[config.mk]
export PLATFORM = sky130hd
export DESIGN_NAME = hp_divider
export DESIGN_NICKNAME = d
export VERILOG_FILES = /design/src/rtl/hp_fp_pkg.sv /design/src/rtl/hp_sig_divider.sv /design/src/rtl/hp_divider.sv
export SDC_FILE = /design/constraint.sdc
export NUM_CORES = 1
export LEC_CHECK = 0
export CORE_UTILIZATION = 55
export CTS_CLUSTER_DIAMETER = 80
export DETAILED_ROUTE_END_ITERATION = 8
export GPL_TIMING_DRIVEN = 0
export PLACE_DENSITY_LB_ADDON = 0.2
export REMOVE_ABC_BUFFERS = 1
export SLEW_MARGIN = 5
export SYNTH_ARGS = -nofsm -noshare
export SYNTH_HDL_FRONTEND = slang
export SYNTH_HIERARCHICAL = 1
export SYNTH_SLANG_ARGS = --single-unit
[constraint.sdc]
create_clock -name clk -period 4.4 [get_ports clk]
set_input_delay 0.66 -clock clk [delete_from_list [all_inputs] [get_ports clk]]
set_output_delay 0.66 -clock clk [all_outputs]
set_load 0.005 [all_outputs]
[src/rtl/hp_fp_pkg.sv]
// hp_fp_pkg: half-precision field widths, exception codes, FSM states and operand classification,
// shared by the half-precision multiplier and divider.
package hp_fp_pkg;
  localparam int EXP_W = 5;
  localparam int MAN_W = 10;
  localparam int BIAS  = 15;
  localparam int QBITS = 12;
  typedef enum logic [1:0] {
    EXC_NONE = 2'b00,
    EXC_OVF  = 2'b01,
    EXC_UNF  = 2'b10,
    EXC_INV  = 2'b11
  } hp_exc_t;
  typedef enum logic [1:0] {
    S_IDLE,
    S_DIV,
    S_NORM,
    S_DONE
  } hp_state_t;
  typedef struct packed {
    logic zero;
    logic denorm;
    logic inf;
    logic nan;
  } hp_class_t;
  function automatic hp_class_t hp_classify(input logic [15:0] x);
    hp_class_t c;
    logic exp_zero, exp_max, man_zero;
    exp_zero = x[14:10] == '0;
    exp_max  = x[14:10] == '1;
    man_zero = x[MAN_W-1:0] == '0;
    c.zero   = exp_zero && man_zero;
    c.denorm = exp_zero && !man_zero;
    c.inf    = exp_max && man_zero;
    c.nan    = exp_max && !man_zero;
    return c;
  endfunction
endpackage

[src/rtl/hp_sig_divider.sv]
// hp_sig_divider: restoring divider of two 11-bit significands (hidden bit set), one quotient bit
// per cycle, producing QBITS bits = floor(man_a / man_b * 2^(QBITS-1)).
module hp_sig_divider
  import hp_fp_pkg::*;
(
  input  logic             clk,
  input  logic             rst,
  input  logic             start_i,
  input  logic [MAN_W-1:0] man_a_i,
  input  logic [MAN_W-1:0] man_b_i,
  output logic             busy_o,
  output logic             done_o,
  output logic [QBITS-1:0] q_o
);
  logic [11:0]      rem_q, rem_d, diff;
  logic [10:0]      d_q, d_d;
  logic [QBITS-1:0] q_q, q_d;
  logic [3:0]       cnt_q, cnt_d;
  logic             busy_q, busy_d, ge;
  assign ge     = rem_q >= {1'b0, d_q};
  assign diff   = ge ? rem_q - {1'b0, d_q} : rem_q;
  assign done_o = busy_q && cnt_q == 4'(QBITS - 1);
  assign busy_o = busy_q;
  assign q_o    = q_q;
  // remainder after subtraction is below the divisor, so bit 11 is free to drop on the shift
  always_comb begin
    rem_d  = start_i ? {2'b01, man_a_i} : busy_q ? {diff[10:0], 1'b0} : rem_q;
    d_d    = start_i ? {1'b1, man_b_i} : d_q;
    q_d    = start_i ? '0 : busy_q ? {q_q[QBITS-2:0], ge} : q_q;
    cnt_d  = start_i ? '0 : busy_q ? cnt_q + 4'd1 : cnt_q;
    busy_d = start_i ? 1'b1 : done_o ? 1'b0 : busy_q;
  end
  always_ff @(posedge clk) begin
    if (rst) begin
      rem_q  <= '0;
      d_q    <= '0;
      q_q    <= '0;
      cnt_q  <= '0;
      busy_q <= 1'b0;
    end else begin
      rem_q  <= rem_d;
      d_q    <= d_d;
      q_q    <= q_d;
      cnt_q  <= cnt_d;
      busy_q <= busy_d;
    end
  end
endmodule

[src/rtl/hp_divider.sv]
// hp_divider: sequential half-precision divider (hp_inA / hp_inB) with valid/ready handshakes,
// truncating result and multiplier-compatible exception codes.
module hp_divider
  import hp_fp_pkg::*;
(
  input  logic        clk,
  input  logic        rst,
  input  logic        in_valid,
  output logic        in_ready,
  input  logic [15:0] hp_inA,
  input  logic [15:0] hp_inB,
  output logic        out_valid,
  input  logic        out_ready,
  output logic [15:0] hp_quotient,
  output logic [1:0]  Exceptions
);
  hp_state_t        state_q, state_d;
  logic             sign_q, sign_d;
  logic [EXP_W-1:0] ea_q, ea_d, eb_q, eb_d;
  logic [15:0]      res_q, res_d;
  logic [1:0]       exc_q, exc_d, exc_n;
  hp_class_t        ca, cb;
  logic             inv, special, accept, div_start, div_busy, div_done;
  logic [QBITS-1:0] q;
  logic signed [6:0] e_raw, e_n;
  logic [MAN_W-1:0] man_n;
  assign ca          = hp_classify(hp_inA);
  assign cb          = hp_classify(hp_inB);
  assign inv         = ca.inf | ca.nan | cb.inf | cb.nan | ca.denorm | cb.denorm | cb.zero;
  assign special     = inv | ca.zero;
  assign in_ready    = state_q == S_IDLE && !div_busy;
  assign accept      = in_valid && in_ready;
  assign div_start   = accept && !special;
  assign out_valid   = state_q == S_DONE;
  assign hp_quotient = res_q;
  assign Exceptions  = exc_q;
  hp_sig_divider u_sig (
    .clk     (clk),
    .rst     (rst),
    .start_i (div_start),
    .man_a_i (hp_inA[MAN_W-1:0]),
    .man_b_i (hp_inB[MAN_W-1:0]),
    .busy_o  (div_busy),
    .done_o  (div_done),
    .q_o     (q)
  );
  // a quotient below 1.0 needs one left shift, paid for by the exponent
  assign e_raw = 7'({2'b00, ea_q}) - 7'({2'b00, eb_q}) + 7'(BIAS);
  assign e_n   = q[QBITS-1] ? e_raw : e_raw - 7'sd1;
  assign man_n = q[QBITS-1] ? q[QBITS-2:1] : q[QBITS-3:0];
  assign exc_n = (e_n < 7'sd1) ? EXC_UNF : (e_n > 7'sd30) ? EXC_OVF : EXC_NONE;
  always_comb begin
    state_d = state_q;
    sign_d  = sign_q;
    ea_d    = ea_q;
    eb_d    = eb_q;
    res_d   = res_q;
    exc_d   = exc_q;
    case (state_q)
      S_IDLE: if (accept) begin
        sign_d  = hp_inA[15] ^ hp_inB[15];
        ea_d    = hp_inA[14:10];
        eb_d    = hp_inB[14:10];
        res_d   = '0;
        exc_d   = inv ? EXC_INV : EXC_NONE;
        state_d = special ? S_DONE : S_DIV;
      end
      S_DIV:  state_d = div_done ? S_NORM : S_DIV;
      S_NORM: begin
        exc_d   = exc_n;
        res_d   = exc_n == EXC_NONE ? {sign_q, e_n[4:0], man_n} : '0;
        state_d = S_DONE;
      end
      default: state_d = out_ready ? S_IDLE : S_DONE;
    endcase
  end
  always_ff @(posedge clk) begin
    if (rst) begin
      state_q <= S_IDLE;
      sign_q  <= 1'b0;
      ea_q    <= '0;
      eb_q    <= '0;
      res_q   <= '0;
      exc_q   <= EXC_NONE;
    end else begin
      state_q <= state_d;
      sign_q  <= sign_d;
      ea_q    <= ea_d;
      eb_q    <= eb_d;
      res_q   <= res_d;
      exc_q   <= exc_d;
    end
  end
endmodule
# After elaboration in Yosys (flattened, before gate mapping)
# Cells that the tools add are included.
word_totals:
  regBits: 71
  inputBits: 36
  out_inout_bits: 20
  word_cells: 83
classes:
  n_addsub: 5
  n_lt_le_gt_ge: 3
  eq_ne: 7
  n_mux: 20
  bitwise: 8
  n_reduce_logical: 28
ops:
  columns: ["cell", "n"]
  rows:
  - ["$mux 11", 3]
  - ["$mux 16", 2]
  - ["$pmux 16 s2", 1]
  - ["$logic_not 10->1", 2]
  - ["$mux 2", 7]
  - ["$ge 12x11->1", 1]
  - ["$logic_and 1x1->1", 12]
  - ["$sub 11x11->11", 1]
  - ["$eq 5x5->1 const B", 2]
  - ["$logic_not 5->1", 2]
  - ["$mux 10", 1]
  - ["$add 6x5->7 const B", 1]
  - ["$gt 7x6->1 const B", 1]
  - ["$lt 7x2->1 const B", 1]
  - ["$mux 7", 1]
  - ["$or 1x1->1", 7]
  - ["$sub 7x2->7 const B", 1]
  - ["$pmux 2 s3", 1]
  - ["$reduce_bool 2->1", 3]
  - ["$sub 5x5->6", 1]
  - ["$add 4x1->4 const B", 1]
  - ["$eq 2x2->1 const B", 2]
  - ["$eq 4x4->1 const B", 1]
  - ["$logic_not 1->1", 4]
  - ["other kinds (8)", 12]

# Logic depth before layout (Yosys ltp)
depth:
  word_depth: 13
  mapped_depth: 15
  ltp_nobuf: 14

# Cells and area by module
# Netlist, hierarchy kept.
modules_own_cells:
  columns: ["module", "n_inst", "cells_per_inst", "area_each_um2"]
  rows:
  - ["hp_sig_divider", 1, 248, 2244.7]
  - ["hp_divider", 1, 232, 1914.3]

# Least setup slack after synthesis
# Ideal clock, no wire load.
synth_path:
  path_kind: "register to register"
  start: "register ea_q[0]"
  end: "register exc_q[1] (netlist: Exceptions[1])"
  setup_ns: 0.074
  t_arrival_ns: 3.108
  required_ns: 4.326
  setup_slack_ns: 1.218
  path_stages_with_launch: 15
  synth_period_minus_slack_ns: 3.182
  path_cell_list: "dfxtp_1 -> inv_1 -> ha_1 -> inv_1 -> fa_1 -> inv_1 -> ha_1 -> or3b_4 -> nor3b_1 -> a21oi_1 -> mux2_4 -> o22ai_2 -> a41oi_1 -> or3_1 -> a31oi_1"
synth_via:
  elab_chain_len: 7
synth_lines:
  columns: ["element", "line", "source"]
  rows:
  - ["start: declaration", "hp_divider.sv:19", "logic [EXP_W-1:0] ea_q, ea_d, eb_q, eb_d;"]
  - ["start signal: assignment", "hp_divider.sv:81", "ea_q <= '0;"]
  - ["start signal: assignment", "hp_divider.sv:88", "ea_q <= ea_d;"]
  - ["$sub 5x5->6 *", "hp_divider.sv:48", "assign e_raw = 7'({2'b00, ea_q}) - 7'({2'b00, eb_q}) + 7'(BIAS);"]
  - ["$add 6x5->7 *", "hp_divider.sv:48", null]
  - ["$sub 7x2->7", "hp_divider.sv:49", "assign e_n = q[QBITS-1] ? e_raw : e_raw - 7'sd1;"]
  - ["$mux 7 *", "hp_divider.sv:49", null]
  - ["$lt 7x2->1 *", "hp_divider.sv:51", "assign exc_n = (e_n < 7'sd1) ? EXC_UNF : (e_n > 7'sd30) ? EXC_OVF : EXC_NONE;"]
  - ["$mux 2 *", "hp_divider.sv:51", null]
  - ["$pmux 2 s2 *", "hp_divider.sv:59", "case (state_q)"]
  - ["end signal: assignment", "hp_divider.sv:84", "exc_q <= EXC_NONE;"]
  - ["end signal: assignment", "hp_divider.sv:91", "exc_q <= exc_d;"]
  - ["end: declaration", "hp_divider.sv:21", "logic [1:0] exc_q, exc_d, exc_n;"]
# Mark *: on every way between the ends. The rest lies on a longest branch, timed or not.
# A chain may end at the register's enable or synchronous reset.

# Worst setup path in the final report
layout_path:
  start: "register ea_q[0]"
  end: "register res_q[7] (netlist: hp_quotient[7])"
layout_via:
  elab_chain_len: 10
  elab_cells_between_ends: 11
  cone_classes: "3 x add/sub; 2 x order compare; 5 x mux; 1 x reduce/logical"
layout_lines:
  columns: ["element", "line", "source"]
  rows:
  - ["$sub 5x5->6 *", "hp_divider.sv:48", null]
  - ["$add 6x5->7 *", "hp_divider.sv:48", null]
  - ["$sub 7x2->7", "hp_divider.sv:49", null]
  - ["$mux 7 *", "hp_divider.sv:49", null]
  - ["$gt 7x6->1", "hp_divider.sv:51", null]
  - ["$mux 1", "hp_divider.sv:51", null]
  - ["$mux 2 *", "hp_divider.sv:51", null]
  - ["$logic_not 2->1 *", "hp_divider.sv:71", "res_d = exc_n == EXC_NONE ? {sign_q, e_n[4:0], man_n} : '0;"]
  - ["$mux 16 *", "hp_divider.sv:71", null]
  - ["$pmux 16 s2 *", "hp_divider.sv:59", null]
  - ["end signal: assignment", "hp_divider.sv:90", "res_q <= res_d;"]
  - ["end: declaration", "hp_divider.sv:20", "logic [15:0] res_q, res_d;"]
# Marked as above.

==> key figures <==
Synth
  – Yosys reg bits: 71
  – Post-synth EDFFs: 0
  – Unique masters post-synth: 67
  – Post-synth ARST share: 0%
  – Post-Synthesis Cells: 480
  – Syn avg cell area: 8.66 sq um
  – Top FF cell, synth: dfxtp_1
  – Sequential fraction of the synthesis area: 34.2%
  – Yosys warns: 6
  – Syn Std Cell Area: 4160 sq um

Floorplan
  – IO Pins: 56
  – Die H: 89.0 um
  – DIE AREA: 7910 sq um
  – FP Rows: 31
  – Die W: 89.0 um
  – Core footprint: 7290 sq um
  – Initial Util: 57.0%

Detailed routing
  – Via count: 3,629
  – Final antenna-violating net count: 0
  – Routed vias/inst: 5.77
  – Iteration-0 DRC count of the detailed router: 169
  – # DRC: 0
  – Post-Route WL: 9040 um
  – DR pass1 iterations: 5
  – Routed wire length per instance: 14.4 um

Layout
  – Fill cells: 659
  – Most frequent cells in the layout: dfxtp_1 (71), nand2_1 (55), clkdlybuf4s50_1 (54)
  – Final core occ: 67.8%
  – Layout cells sized above 1: 9.81%
  – Final net count: 582
  – Ant. Diodes: 0
  – Layout Area Growth over Synthesis: 18.8%
  – Commonest non-fill, non-tap cell in the layout: dfxtp_1
  – FF/Latch Area: 1420 sq um
  – Post-route insts no fill: 629
  – Multi-input gate area: 2540 sq um

Timing
  – Setup violations, final: 0
  – Hold Vio Cnt, Final: 0
  – Achievable Freq: 0.259 GHz
  – Final cycle utilization of the critical path: 87.7%
  – Period minus WS final: 3.86 ns
  – Worst Tran Pin Value: 1.28 ns
  – Worst hold slack: 0.456 ns
  – Slew HR: 14.7%
  – Unrepaired setup endpoints after global routing: no
  – Final Skew: 0.0107 ns
  – Pins Over Slew Limit: 0

Run status
  – Outcome: finished clean

Global route
  – Gr usage total: 24.9%
  – Initial antenna violation count: 0
  – M1 GR Usage: 28.4%
  – Largest net degree at the start of global routing: 44
  – M2 GR Usage: 44.8%
  – Vias in the first global route: 3,479
  – Total grt overflow: 0
  – Met3 Use GR: 5.36%
  – GRT Max-Usage Layer: met2
  – Global-route wire length before repair: 15,200 um

Place
  – Dpl cells: 613
  – Port-buffer cells: 55
  – Placer Congestion: 0.883
  – Hpwl dp: 6770 um

Power
  – Power per cell area: 434 nW/um^2
  – Maximum vdd drop: 0.000254 V
  – Leakage: 1.82 nW

Clock network
  – Inserted Clock Buffers: 9
  – Worst skew pair latency: 0.35 ns
  – Clock root buffer: clkbuf_8
  – CTS sink cnt: 71
  – Clock transition at the registers of the reported paths: 0.09 ns
  – CTS max path bufs: 2
  – # H-tree levels: 3
  – Post-cts hold buffer count: 0
  – Cts repair resizes: 0
  – TritonCTS clock tree: built
  – Post-CTS setup buffer count: 0

Critical path
  – Startpoint types: flip-flop
  – Type of element capturing the critical path: flip-flop
  – CP Max Fanout: 14
  – Crit Path Class: flip-flop to flip-flop
  – Data arrival, critical path: 4.07 ns
  – Worst EP required: 4.61 ns

Min path
  – Hold/Removal Path Class: flip-flop to flip-flop

Flow run
  – Max_cap viols: 0
synthesized netlist by cell type, types with 3 or more instances:
cell type | instances | area share (%)
a211oi_1 | 6 | 1.1
a21o_1 | 3 | 0.54
a21oi_1 | 26 | 3.1
a22oi_1 | 7 | 1.3
a31oi_1 | 3 | 0.45
and3_1 | 4 | 0.60
buf_1 | 3 | 0.27
buf_6 | 4 | 1.1
clkbuf_1 | 14 | 1.3
dfxtp_1 | 71 | 34
ha_1 | 19 | 5.7
inv_1 | 23 | 2.1
mux2i_1 | 41 | 9.9
nand2_1 | 55 | 5.0
nand2b_1 | 7 | 1.1
nand3_1 | 9 | 1.1
nand3b_1 | 3 | 0.54
nand4_1 | 3 | 0.45
nor2_1 | 50 | 4.5
nor2b_1 | 6 | 0.90
nor3_1 | 10 | 1.2
nor3b_1 | 6 | 1.1
o21ai_0 | 15 | 1.8
o21ai_2 | 11 | 2.3
o22ai_1 | 8 | 1.2
o32ai_1 | 3 | 0.63
or2_2 | 3 | 0.45
or4_1 | 3 | 0.54
xnor2_1 | 9 | 1.9
xor2_1 | 8 | 1.7
flip-flops by register name, indices dropped and copies added, names as in the netlist:
| register | flops |
|---|---|
| Exceptions | 2 |
| ea_q | 5 |
| eb_q | 5 |
| hp_quotient | 16 |
| sign_q | 1 |
| state_q | 2 |
| u_sig/busy_o | 1 |
| u_sig/cnt_q | 4 |
| u_sig/d_q | 11 |
| u_sig/q_o | 12 |
| u_sig/rem_q | 12 |
report_power, final:
group	leakage (nW)	switching [mW]	internal (mW)	total (mW)
sequential	0.578	0.0423	0.685	0.728
combinational	1.15	0.522	0.411	0.933
clock	0.0927	0.269	0.216	0.485
final cells by class:
| class | count | area share (%) |
|---|---|---|
| tap | 99 | 2.51 |
| clock buffer | 9 | 2.51 |
| multi-input combinational | 363 | 51.4 |
| clock inverter | 7 | 1.27 |
| inverter | 23 | 1.75 |
| timing repair buffer | 57 | 11.8 |
| sequential | 71 | 28.8 |
kinds of logic after synthesis:
kind of cell	synth area share [%]
and+or+nand+nor	19.5
AOI/OAI and AO/OA	19.2
DFF	34.2
buffers and inverters	4.93
muxes	10.5
adders and majority gates	6.68
xor gates and xnor gates	5.02
critical path, stage by stage (launching register included):
cell and delay (ns):
dfxtp_1 0.32, inv_1 0.05, ha_1 0.16, inv_1 0.05
fa_1 0.51, inv_1 0.07, ha_1 0.38, or3b_4 0.42
o21ai_0 0.15, a21oi_1 0.15, mux2_4 0.30, o22ai_2 0.14
a41oi_1 0.18, o21ai_2 0.66, o21ai_0 0.20
path summary, 6_finish.rpt:
check                                    from                           to  slack, ns  cells after the start
setup / recovery         ea_q[0]$_SDFFE_PP0P_  hp_quotient[7]$_SDFFE_PP0P_       0.54                     14
hold / removal    hp_quotient[6]$_SDFFE_PP0P_  hp_quotient[6]$_SDFFE_PP0P_       0.46                      2
setup reg to reg         ea_q[0]$_SDFFE_PP0P_  hp_quotient[7]$_SDFFE_PP0P_       0.54                     14
hold reg to reg   hp_quotient[6]$_SDFFE_PP0P_  hp_quotient[6]$_SDFFE_PP0P_       0.46                      2
through the flow:
stage / total power [mW] / worst slack, ns / area, sq um / setup TNS, ns
2_1_floorplan: 1.45 / 0.950 / 4040 / 0
3_3_place_gp: 1.63 / -0.295 / 4710 / -1.37
3_5_place_dp: 1.66 / 0.500 / 4760 / 0
4_1_cts: 2.16 / 0.494 / 4940 / 0
5_1_grt: 2.29 / 0.192 / 4940 / 0
6_report: 2.15 / 0.543 / 4940 / 0
routing by layer:
metal  vias up  wire, um
met2        78      4650
met3        18       258
met1      1743      3920
met5         -         0
met4         0       212
li1       1790         -
Note: power is estimated with default switching activity, not from simulation.
